--- src/rtl/axis_frame_aligner_pkg.sv ---
// rtl/axis_frame_aligner_pkg.sv - shared types and sizing helpers for the frame aligner
package axis_frame_aligner_pkg;

  typedef enum logic [1:0] {
    WAIT_SOF,
    PASS,
    PAD
  } aligner_state_t;

  // Pixel counter width; a one-beat frame still needs a 1-bit counter
  function automatic int pix_width(input int width, input int height);
    int total;
    total = width * height;
    return (total <= 1) ? 1 : $clog2(total);
  endfunction

endpackage

--- src/rtl/axis_skid_buffer.sv ---
// rtl/axis_skid_buffer.sv - 2-entry register slice with registered space indication
module axis_skid_buffer #(
  parameter int DW = 26
) (
  input  logic          clk,
  input  logic          rst_n,
  input  logic          wr_en,
  input  logic [DW-1:0] wr_data,
  output logic          ready,
  output logic          out_valid,
  output logic [DW-1:0] out_data,
  input  logic          out_ready
);

  logic [DW-1:0] main_q, skid_q, main_d, skid_d;
  logic          main_v_q, skid_v_q, main_v_d, skid_v_d;
  logic          ready_q;
  logic          rd;

  assign rd = main_v_q && out_ready;

  // Next occupancy: the output slot refills from the skid slot first, then from the write
  always_comb begin
    main_d   = main_q;
    skid_d   = skid_q;
    main_v_d = main_v_q;
    skid_v_d = skid_v_q;
    if (rd) begin
      if (skid_v_q) begin
        main_d = skid_q;
        if (wr_en) skid_d = wr_data;
        else       skid_v_d = 1'b0;
      end else if (wr_en) begin
        main_d = wr_data;
      end else begin
        main_v_d = 1'b0;
      end
    end else if (wr_en) begin
      if (!main_v_q) begin
        main_d   = wr_data;
        main_v_d = 1'b1;
      end else begin
        skid_d   = wr_data;
        skid_v_d = 1'b1;
      end
    end
  end

  // Register both slots; ready is derived from next occupancy so it never depends on out_ready this cycle
  always_ff @(posedge clk or negedge rst_n) begin
    if (!rst_n) begin
      main_q   <= '0;
      skid_q   <= '0;
      main_v_q <= 1'b0;
      skid_v_q <= 1'b0;
      ready_q  <= 1'b0;
    end else begin
      main_q   <= main_d;
      skid_q   <= skid_d;
      main_v_q <= main_v_d;
      skid_v_q <= skid_v_d;
      ready_q  <= !(main_v_d && skid_v_d);
    end
  end

  assign ready     = ready_q;
  assign out_valid = main_v_q;
  assign out_data  = main_q;

endmodule

--- src/rtl/axis_frame_aligner.sv ---
// rtl/axis_frame_aligner.sv - forces every forwarded frame to exactly WIDTH*HEIGHT beats
module axis_frame_aligner
  import axis_frame_aligner_pkg::*;
#(
  parameter int                    WIDTH      = 128,
  parameter int                    HEIGHT     = 100,
  parameter int                    DATA_WIDTH = 24,
  parameter logic [DATA_WIDTH-1:0] PAD_VALUE  = '0
) (
  input  logic                  clk,
  input  logic                  rst_n,
  input  logic [DATA_WIDTH-1:0] s_axis_tdata,
  input  logic                  s_axis_tvalid,
  input  logic                  s_axis_tuser,
  input  logic                  s_axis_tlast,
  output logic                  s_axis_tready,
  output logic [DATA_WIDTH-1:0] m_axis_tdata,
  output logic                  m_axis_tvalid,
  output logic                  m_axis_tuser,
  output logic                  m_axis_tlast,
  input  logic                  m_axis_tready,
  output logic                  early_sof_err,
  output logic                  drop_err,
  output logic [15:0]           frame_cnt
);

  localparam int                TOTAL = WIDTH * HEIGHT;
  localparam int                PIX_W = pix_width(WIDTH, HEIGHT);
  localparam logic [PIX_W-1:0]  LAST  = PIX_W'(TOTAL - 1);

  aligner_state_t        state;
  logic [PIX_W-1:0]      pix;
  logic                  space;
  logic                  s_accept;
  logic                  wr_en;
  logic [DATA_WIDTH-1:0] wr_data;
  logic                  wr_user;
  logic                  wr_last;
  logic [DATA_WIDTH+1:0] m_payload;
  logic                  unused_tlast;

  // Source framing is regenerated from pix, so the incoming end-of-frame marker is not needed
  assign unused_tlast = s_axis_tlast;

  // Accept control and buffer write path; an early SOF in PASS is refused so it survives into the next frame
  always_comb begin
    s_axis_tready = space && (state != PAD) && !(state == PASS && s_axis_tvalid && s_axis_tuser);
    s_accept      = s_axis_tvalid && s_axis_tready;
    wr_en         = 1'b0;
    wr_data       = s_axis_tdata;
    wr_user       = 1'b0;
    wr_last       = 1'b0;
    unique case (state)
      WAIT_SOF: begin
        if (s_accept && s_axis_tuser) begin
          wr_en   = 1'b1;
          wr_user = 1'b1;
          wr_last = (TOTAL == 1);
        end
      end
      PASS: begin
        if (s_accept) begin
          wr_en   = 1'b1;
          wr_last = (pix == LAST);
        end
      end
      PAD: begin
        if (space) begin
          wr_en   = 1'b1;
          wr_data = PAD_VALUE;
          wr_last = (pix == LAST);
        end
      end
      default: ;
    endcase
  end

  // Frame state machine with registered error pulses
  always_ff @(posedge clk or negedge rst_n) begin
    if (!rst_n) begin
      state         <= WAIT_SOF;
      pix           <= '0;
      drop_err      <= 1'b0;
      early_sof_err <= 1'b0;
    end else begin
      drop_err      <= 1'b0;
      early_sof_err <= 1'b0;
      unique case (state)
        WAIT_SOF: begin
          if (s_accept) begin
            if (s_axis_tuser) begin
              if (TOTAL > 1) begin
                state <= PASS;
                pix   <= PIX_W'(1);
              end
            end else begin
              drop_err <= 1'b1;
            end
          end
        end
        PASS: begin
          if (s_accept) begin
            if (pix == LAST) begin
              state <= WAIT_SOF;
              pix   <= '0;
            end else begin
              pix <= pix + PIX_W'(1);
            end
          end else if (s_axis_tvalid && s_axis_tuser) begin
            early_sof_err <= 1'b1;
            state         <= PAD;
          end
        end
        PAD: begin
          if (space) begin
            if (pix == LAST) begin
              state <= WAIT_SOF;
              pix   <= '0;
            end else begin
              pix <= pix + PIX_W'(1);
            end
          end
        end
        default: state <= WAIT_SOF;
      endcase
    end
  end

  // Completed frames are counted when the downstream accepts the last beat
  always_ff @(posedge clk or negedge rst_n) begin
    if (!rst_n) begin
      frame_cnt <= '0;
    end else if (m_axis_tvalid && m_axis_tready && m_axis_tlast) begin
      frame_cnt <= frame_cnt + 16'd1;
    end
  end

  axis_skid_buffer #(
    .DW(DATA_WIDTH + 2)
  ) u_skid (
    .clk      (clk),
    .rst_n    (rst_n),
    .wr_en    (wr_en),
    .wr_data  ({wr_user, wr_last, wr_data}),
    .ready    (space),
    .out_valid(m_axis_tvalid),
    .out_data (m_payload),
    .out_ready(m_axis_tready)
  );

  assign m_axis_tuser = m_payload[DATA_WIDTH+1];
  assign m_axis_tlast = m_payload[DATA_WIDTH];
  assign m_axis_tdata = m_payload[DATA_WIDTH-1:0];

endmodule

--- config.mk ---
export PLATFORM = sky130hd
export DESIGN_NAME = axis_frame_aligner
export DESIGN_NICKNAME = d
export VERILOG_FILES = /design/src/rtl/axis_frame_aligner_pkg.sv /design/src/rtl/axis_skid_buffer.sv /design/src/rtl/axis_frame_aligner.sv
export SDC_FILE = /design/constraint.sdc
export NUM_CORES = 1
export LEC_CHECK = 0
export CAP_MARGIN = 10
export CORE_ASPECT_RATIO = 1.25
export CORE_UTILIZATION = 54
export DETAILED_ROUTE_END_ITERATION = 16
export HOLD_SLACK_MARGIN = 0.02
export PLACE_DENSITY = 0.82
export RECOVER_POWER = 50
export SETUP_SLACK_MARGIN = 0.15
export SYNTH_ARGS = -nofsm -noshare
export SYNTH_HDL_FRONTEND = slang
export SYNTH_HIERARCHICAL = 1
export SYNTH_SLANG_ARGS = --single-unit
--- constraint.sdc ---
create_clock -name clk -period 2.75 [get_ports clk]
set_clock_uncertainty 0.15 [all_clocks]
set_input_delay 0.4125 -clock clk [delete_from_list [all_inputs] [get_ports clk]]
set_output_delay 0.4125 -clock clk [all_outputs]
set_load 0.01 [all_outputs]
Word-level counts from Yosys, hierarchy flattened
Cells that the tools add are included.
- flip-flop bits (word level): 89
- output and inout bits: 46
- logic and storage cells: 92
- input bits: 30
- reductions and logical operators: 21
- mux-type cells: 47
- eq/ne operators: 12
- $add $sub $neg: 2
- operator list (kind ; number):
    $mux W26 ; 9
    $mux W14 ; 5
    $mux W24 ; 2
    $pmux W14 S3 ; 1
    $mux W1 ; 21
    $add A16 B1 Y16 const B ; 1
    $add A14 B1 Y14 const B ; 1
    $eq A14 B14 Y1 const B ; 1
    $mux W2 ; 6
    $logic_and A1 B1 Y1 ; 10
    $ne A2 B2 Y1 const B ; 5
    $reduce_and A4 Y1 ; 2
    $ne A2 B1 Y1 const B ; 3
    $pmux W2 S3 ; 1
    $reduce_bool A2 Y1 ; 3
    $reduce_and A5 Y1 ; 1
    $ne A3 B2 Y1 const B ; 1
    $pmux W1 S3 ; 1
    $reduce_and A3 Y1 ; 1
    $reduce_bool A3 Y1 ; 1
    $eq A2 B1 Y1 const B ; 1
    $eq A2 B2 Y1 const B ; 1
    $logic_not A1 Y1 ; 2
    $logic_not A2 Y1 ; 1
    $pmux W1 S2 ; 1

Longest topological paths before layout
- word-level depth: 14
- depth in mapped cells: 11
- gate-level depth less buffers: 9

Hierarchy
Netlist, hierarchy kept.
- modules (own cells, without submodules) (module ; area an instance (µm²) ; seq. area each (µm²) ; times used ; cells an instance):
    axis_skid_buffer ; 2751.4 ; 1376.3 ; 1 ; 243
    axis_frame_aligner ; 2172.1 ; 850.8 ; 1 ; 220

Least setup slack after synthesis
Ideal clock, no wire load.
- path kind: reg2reg
- start: register state[1]
- end: register u_skid.main_q[14] (netlist: u_skid/out_data[14])
- arrival: 2207 ps
- required time: 2453 ps
- buffers on the path: 2
- setup slack: 246 ps
- clock period less this slack: 2504 ps
- library setup time: 147 ps
- stages on the path, launching flop included: 12
- cells stage by stage: dfrtp_1 -> inv_1 -> ha_1 -> inv_1 -> o21ai_0 -> a21oi_1 -> nor3b_1 -> buf_4 -> clkbuf_1 -> or2b_1 -> o22ai_1 -> a222oi_1
- cells in the longest elaborated chain, start to end: 11
- elaborated cells between the ends (all ways): 23
- classes of those cells: 3 x eq/ne; 9 x mux; 11 x reduce/logical
- RTL lines (what ; RTL line ; source):
    start, declared ; axis_frame_aligner.sv:31 ; aligner_state_t state;
    start signal, assigned ; axis_frame_aligner.sv:81 ; state <= WAIT_SOF;
    start signal, assigned ; axis_frame_aligner.sv:93 ; state <= PASS;
    start signal, assigned ; axis_frame_aligner.sv:104 ; state <= WAIT_SOF;
    $eq A2 B1 Y1 ; axis_frame_aligner.sv:47, axis_frame_aligner.sv:53 ;
    $logic_and A1 B1 Y1 (2 in a row) ; axis_frame_aligner.sv:47 ; s_axis_tready = space && (state != PAD) && !(state == PASS && s_axis_tvalid && s_axis_tuser);
    $logic_not A1 Y1 ; axis_frame_aligner.sv:47 ;
    $logic_and A1 B1 Y1 ; axis_frame_aligner.sv:47 ;
    $logic_and A1 B1 Y1 ; axis_frame_aligner.sv:48 ; s_accept = s_axis_tvalid && s_axis_tready;
    $logic_and A1 B1 Y1 ; axis_frame_aligner.sv:55 ; if (s_accept && s_axis_tuser) begin
    $mux W1 ; axis_frame_aligner.sv:55 ;
    $pmux W1 S3 * ; axis_frame_aligner.sv:53 ; unique case (state)
    net wr_en ; axis_frame_aligner.sv:35 ; logic wr_en;
    $reduce_bool A2 Y1 (no source line) ; n/a ;
    $reduce_and A3 Y1 (no source line) * ; n/a ;
    end signal, assigned ; axis_skid_buffer.sv:58 ; main_q <= main_d;
    end, declared ; axis_skid_buffer.sv:15 ; logic [DW-1:0] main_q, skid_q, main_d, skid_d;
The timed path passes the listed nets; every way through them passes the cells marked *. The select of a mux whose other input is x is not followed.
A chain may end at the register's enable or synchronous reset.

Worst setup path in the final report
- start: register state[1]
- end: register u_skid.main_q[5] (netlist: u_skid/out_data[5])
The elaborated chain is that of the path after synthesis.

==> impl_metrics.env <==
export IMPL_status="complete, no violations"
export IMPL_drt_pass1_iterations=8
export IMPL_critical_path_max_fanout=10
export IMPL_cp_data_required_time_ns=2.84
export IMPL_vias_per_cell=6.11
export IMPL_cts_tree="yes"
export IMPL_rows=38
export IMPL_synthCells=463
export IMPL_p_leak_nw=2.68
export IMPL_overflow=0
export IMPL_dp_hpwl_um=7980
export IMPL_worst_pin_slew_ns=1.26
export IMPL_drv_cap=0
export IMPL_syn_avg_cell_area_sq_um=10.6
export IMPL_period_share=0.889
export IMPL_ys_warn_count=6
export IMPL_grt_max_degree=49
export IMPL_clockBufferDepth=2
export IMPL_regToRegStartpoint="state[1]"
export IMPL_io_pins=76
export IMPL_grt_pass1_wl_um=19000
export IMPL_drive_gt1_frac=0.169
export IMPL_fmax_ghz=0.409
export IMPL_peakVddDrop_v=0.000659
export IMPL_async_flop_share=1.00
export IMPL_num_antenna_cells=0
export IMPL_antenna_left=0
export IMPL_powerDensity_nw_per_um2=1110
export IMPL_slew_headroom=0.157
export IMPL_syn_to_final_growth_pct=24.2
export IMPL_hold_end="frame_cnt[15]"
export IMPL_finalSetupViolCount=0
export IMPL_holdPathStages=1
export IMPL_power_frac_comb=0.537
export IMPL_die_w_um=87.4
export IMPL_synth_edf_count=0
export IMPL_p_sw_mw=2.71
export IMPL_hold_slack_ns=0.323
export IMPL_ys_seq_area_frac=0.452
export IMPL_cp_start_kind="flip-flop"
export IMPL_hp_start="frame_cnt[15]"
export IMPL_drcViolationCount=0
export IMPL_clockRootBuffer="clkbuf_8"
export IMPL_hold_class="flip-flop to flip-flop"
export IMPL_hold_viol=0
export IMPL_place_ws_ns=0.0219
export IMPL_grt_usage=0.257
export IMPL_ys_ff_latch=89
export IMPL_routedWlPerCell_um=17.7
export IMPL_vias=4096
export IMPL_gp_congestion=0.799
export IMPL_period_minus_slack_ns=2.45
export IMPL_cts_sinks=89
export IMPL_fillers=664
export IMPL_cts_buffers=9
export IMPL_drt_initial_drc_count=369
export IMPL_synth_cell_types=61
export IMPL_core_sq_um=8750
export IMPL_clkLatencyLatePin_ns=0.35
export IMPL_r2r_end="u_skid/out_data[5]"
export IMPL_nNetsFinal=581
export IMPL_clockPowerShare=0.129
export IMPL_end_kind="flip-flop"
export IMPL_synth_top_flop_cell="dfrtp_1"
export IMPL_fin_util=0.699
export IMPL_antenna_found_initial=0
export IMPL_swShare=0.399
export IMPL_ff2ff_path_depth=11
export IMPL_syn_area_sq_um=4920
export IMPL_seqPwrFrac=0.333
export IMPL_p_total_mw=6.78
export IMPL_setup_tns_ns=0
export IMPL_h_tree_depth=3
export IMPL_dieArea_sq_um=9510
export IMPL_grt_pass1_vias=3961
export IMPL_reg2reg_slack_ns=0.30
export IMPL_slew_violations=0
export IMPL_wirelength_um=11900
export IMPL_dieHeight_um=109
export IMPL_fin_ws_ns=0.304
export IMPL_p_int_mw=4.07
export IMPL_syn_nets=499
export IMPL_clk_pin_slew_ns=0.09
export IMPL_port_buffers=74
export IMPL_arrival_ns=2.53
export IMPL_rsz0062_at_grt="no"
export IMPL_initial_core_util=0.563
export IMPL_critPathKind="flip-flop to flip-flop"
-- power by group through the flow --
stage,logic (mW),clock network (mW),registers (mW)
after floorplan,2.34,0,2.22
after global placement,3.33,0,2.25
final,3.64,0.878,2.26
after detailed placement,3.47,0,2.27
after CTS,3.48,0.900,2.25
after global routing,3.97,0.956,2.32
-- stage by stage --
step | std cells | area [sq um]
floorplan | 463 | 4920
global placement | 647 | 5820
detailed placement | 647 | 5820
CTS | 664 | 6020
global route | 670 | 6120
finish | 670 | 6120
-- layer usage --
layer,vias up,global-route usage,share of wire
met2,138,0.428,0.50
li1,1896,-,-
met5,-,0,0
met3,26,0.0394,0.048
met1,2036,0.326,0.42
met4,0,0.126,0.027
-- placed cells by master (no fill, tap or decap), types with 3 or more instances in the layout --
| master | Yosys | final |
|---|---|---|
| mux2_4 | 20 | 20 |
| nand4_1 | 8 | 8 |
| a211o_1 | 3 | 3 |
| or2b_1 | 4 | 4 |
| nor4_1 | 3 | 3 |
| nand2b_1 | 25 | 25 |
| and3_1 | 5 | 4 |
| o2bb2ai_1 | 3 | 3 |
| a222oi_1 | 26 | 26 |
| buf_4 | 2 | 17 |
| ha_1 | 6 | 3 |
| mux2_2 | 7 | 7 |
| nor3_1 | 5 | 4 |
| inv_1 | 35 | 35 |
| clkdlybuf4s50_1 | 0 | 51 |
| a221o_1 | 7 | 7 |
| nor2_1 | 13 | 13 |
| nand2_1 | 17 | 17 |
| buf_6 | 4 | 3 |
| nand4b_1 | 3 | 3 |
| dfrtp_1 | 89 | 89 |
| and2_1 | 25 | 25 |
| a21oi_1 | 6 | 6 |
| o21ai_0 | 30 | 30 |
| clkbuf_8 | 2 | 9 |
| dlygate4sd3_1 | 0 | 22 |
| and3_2 | 5 | 6 |
| nand3_1 | 8 | 8 |
| xnor2_1 | 12 | 12 |
| buf_12 | 0 | 3 |
| xor2_1 | 3 | 3 |
| o22ai_1 | 25 | 25 |
-- registers in the layout, indices dropped and copies added (netlist names) --
signal,count
drop_err,1
early_sof_err,1
frame_cnt,16
pix,14
state,2
u_skid/out_data,26
u_skid/out_valid,1
u_skid/ready,1
u_skid/skid_q,26
u_skid/skid_v_q,1
-- repair_timing --
item                                    4_1_cts  5_1_grt
buffers inserted                              0        4
gates cloned                                  0        2
endpoints found under the setup margin        5       61
hold buffers                                  1        0
resized for setup                             2       10
pin swaps                                     0        3
hold endpoints to repair                     47        0
-- cell usage after synthesis, types with 10 or more instances --
cell | count | area, sq um
mux2_4 | 20 | 300
nor2_1 | 13 | 48.8
inv_1 | 35 | 131
o22ai_1 | 25 | 156
and2_1 | 25 | 156
nand2_1 | 17 | 63.8
dfrtp_1 | 89 | 2230
nand2b_1 | 25 | 156
o21ai_0 | 30 | 150
a222oi_1 | 26 | 260
xnor2_1 | 12 | 105
buf_2 | 10 | 50.1
clkbuf_1 | 10 | 37.5
-- kinds of logic (layout without fill, tap and decap cells) --
logic type | after synthesis | after routing | synth area share
simple gates | 141 | 141 | 0.175
compound gates | 120 | 120 | 0.190
flops | 89 | 89 | 0.452
mux | 27 | 27 | 0.0770
fa+ha+maj | 6 | 6 | 0.0152
buf+inv | 65 | 152 | 0.0638
xor+xnor | 15 | 15 | 0.0267
-- area by class of cell --
class | instances | area (sq um) | share of cell area
Multi-Input combinational cell | 309 | 2420 | 0.396
Clock buffer | 11 | 131 | 0.0215
Inverter | 36 | 135 | 0.0221
Tap cell | 120 | 150 | 0.0245
Sequential cell | 89 | 2230 | 0.364
Timing Repair Buffer | 100 | 996 | 0.163
Clock inverter | 5 | 56.3 | 0.00920
-- worst max-delay path, cell delays in order (launching register included) --
cell,delay [ns]
dfrtp_1,0.41
inv_1,0.14
ha_2,0.25
nand3b_1,0.08
o21ai_0,0.08
a21oi_1,0.10
nor3b_2,0.18
buf_4,0.16
buf_6,0.14
o22ai_4,0.15
buf_12,0.22
a222oi_1,0.27
-- worst max-delay path by stage --
| stage | depth (start not counted) | slack (ns) | start | endpoint |
|---|---|---|---|---|
| 6_report | 11 | 0.30 | state[1] | u_skid/out_data[5] |
| 3_3_place_gp | 9 | 0.11 | s_axis_tuser | u_skid/out_data[0] |
| 2_1_floorplan | 11 | 0.25 | state[1] | u_skid/out_data[14] |
| 3_5_place_dp | 9 | 0.02 | s_axis_tuser | u_skid/out_data[5] |
| 4_1_cts | 10 | 0.15 | state[1] | u_skid/out_data[5] |
| 5_1_grt | 11 | 0.13 | state[1] | u_skid/out_data[12] |
No activity file was read; power rests on OpenSTA's default activity.
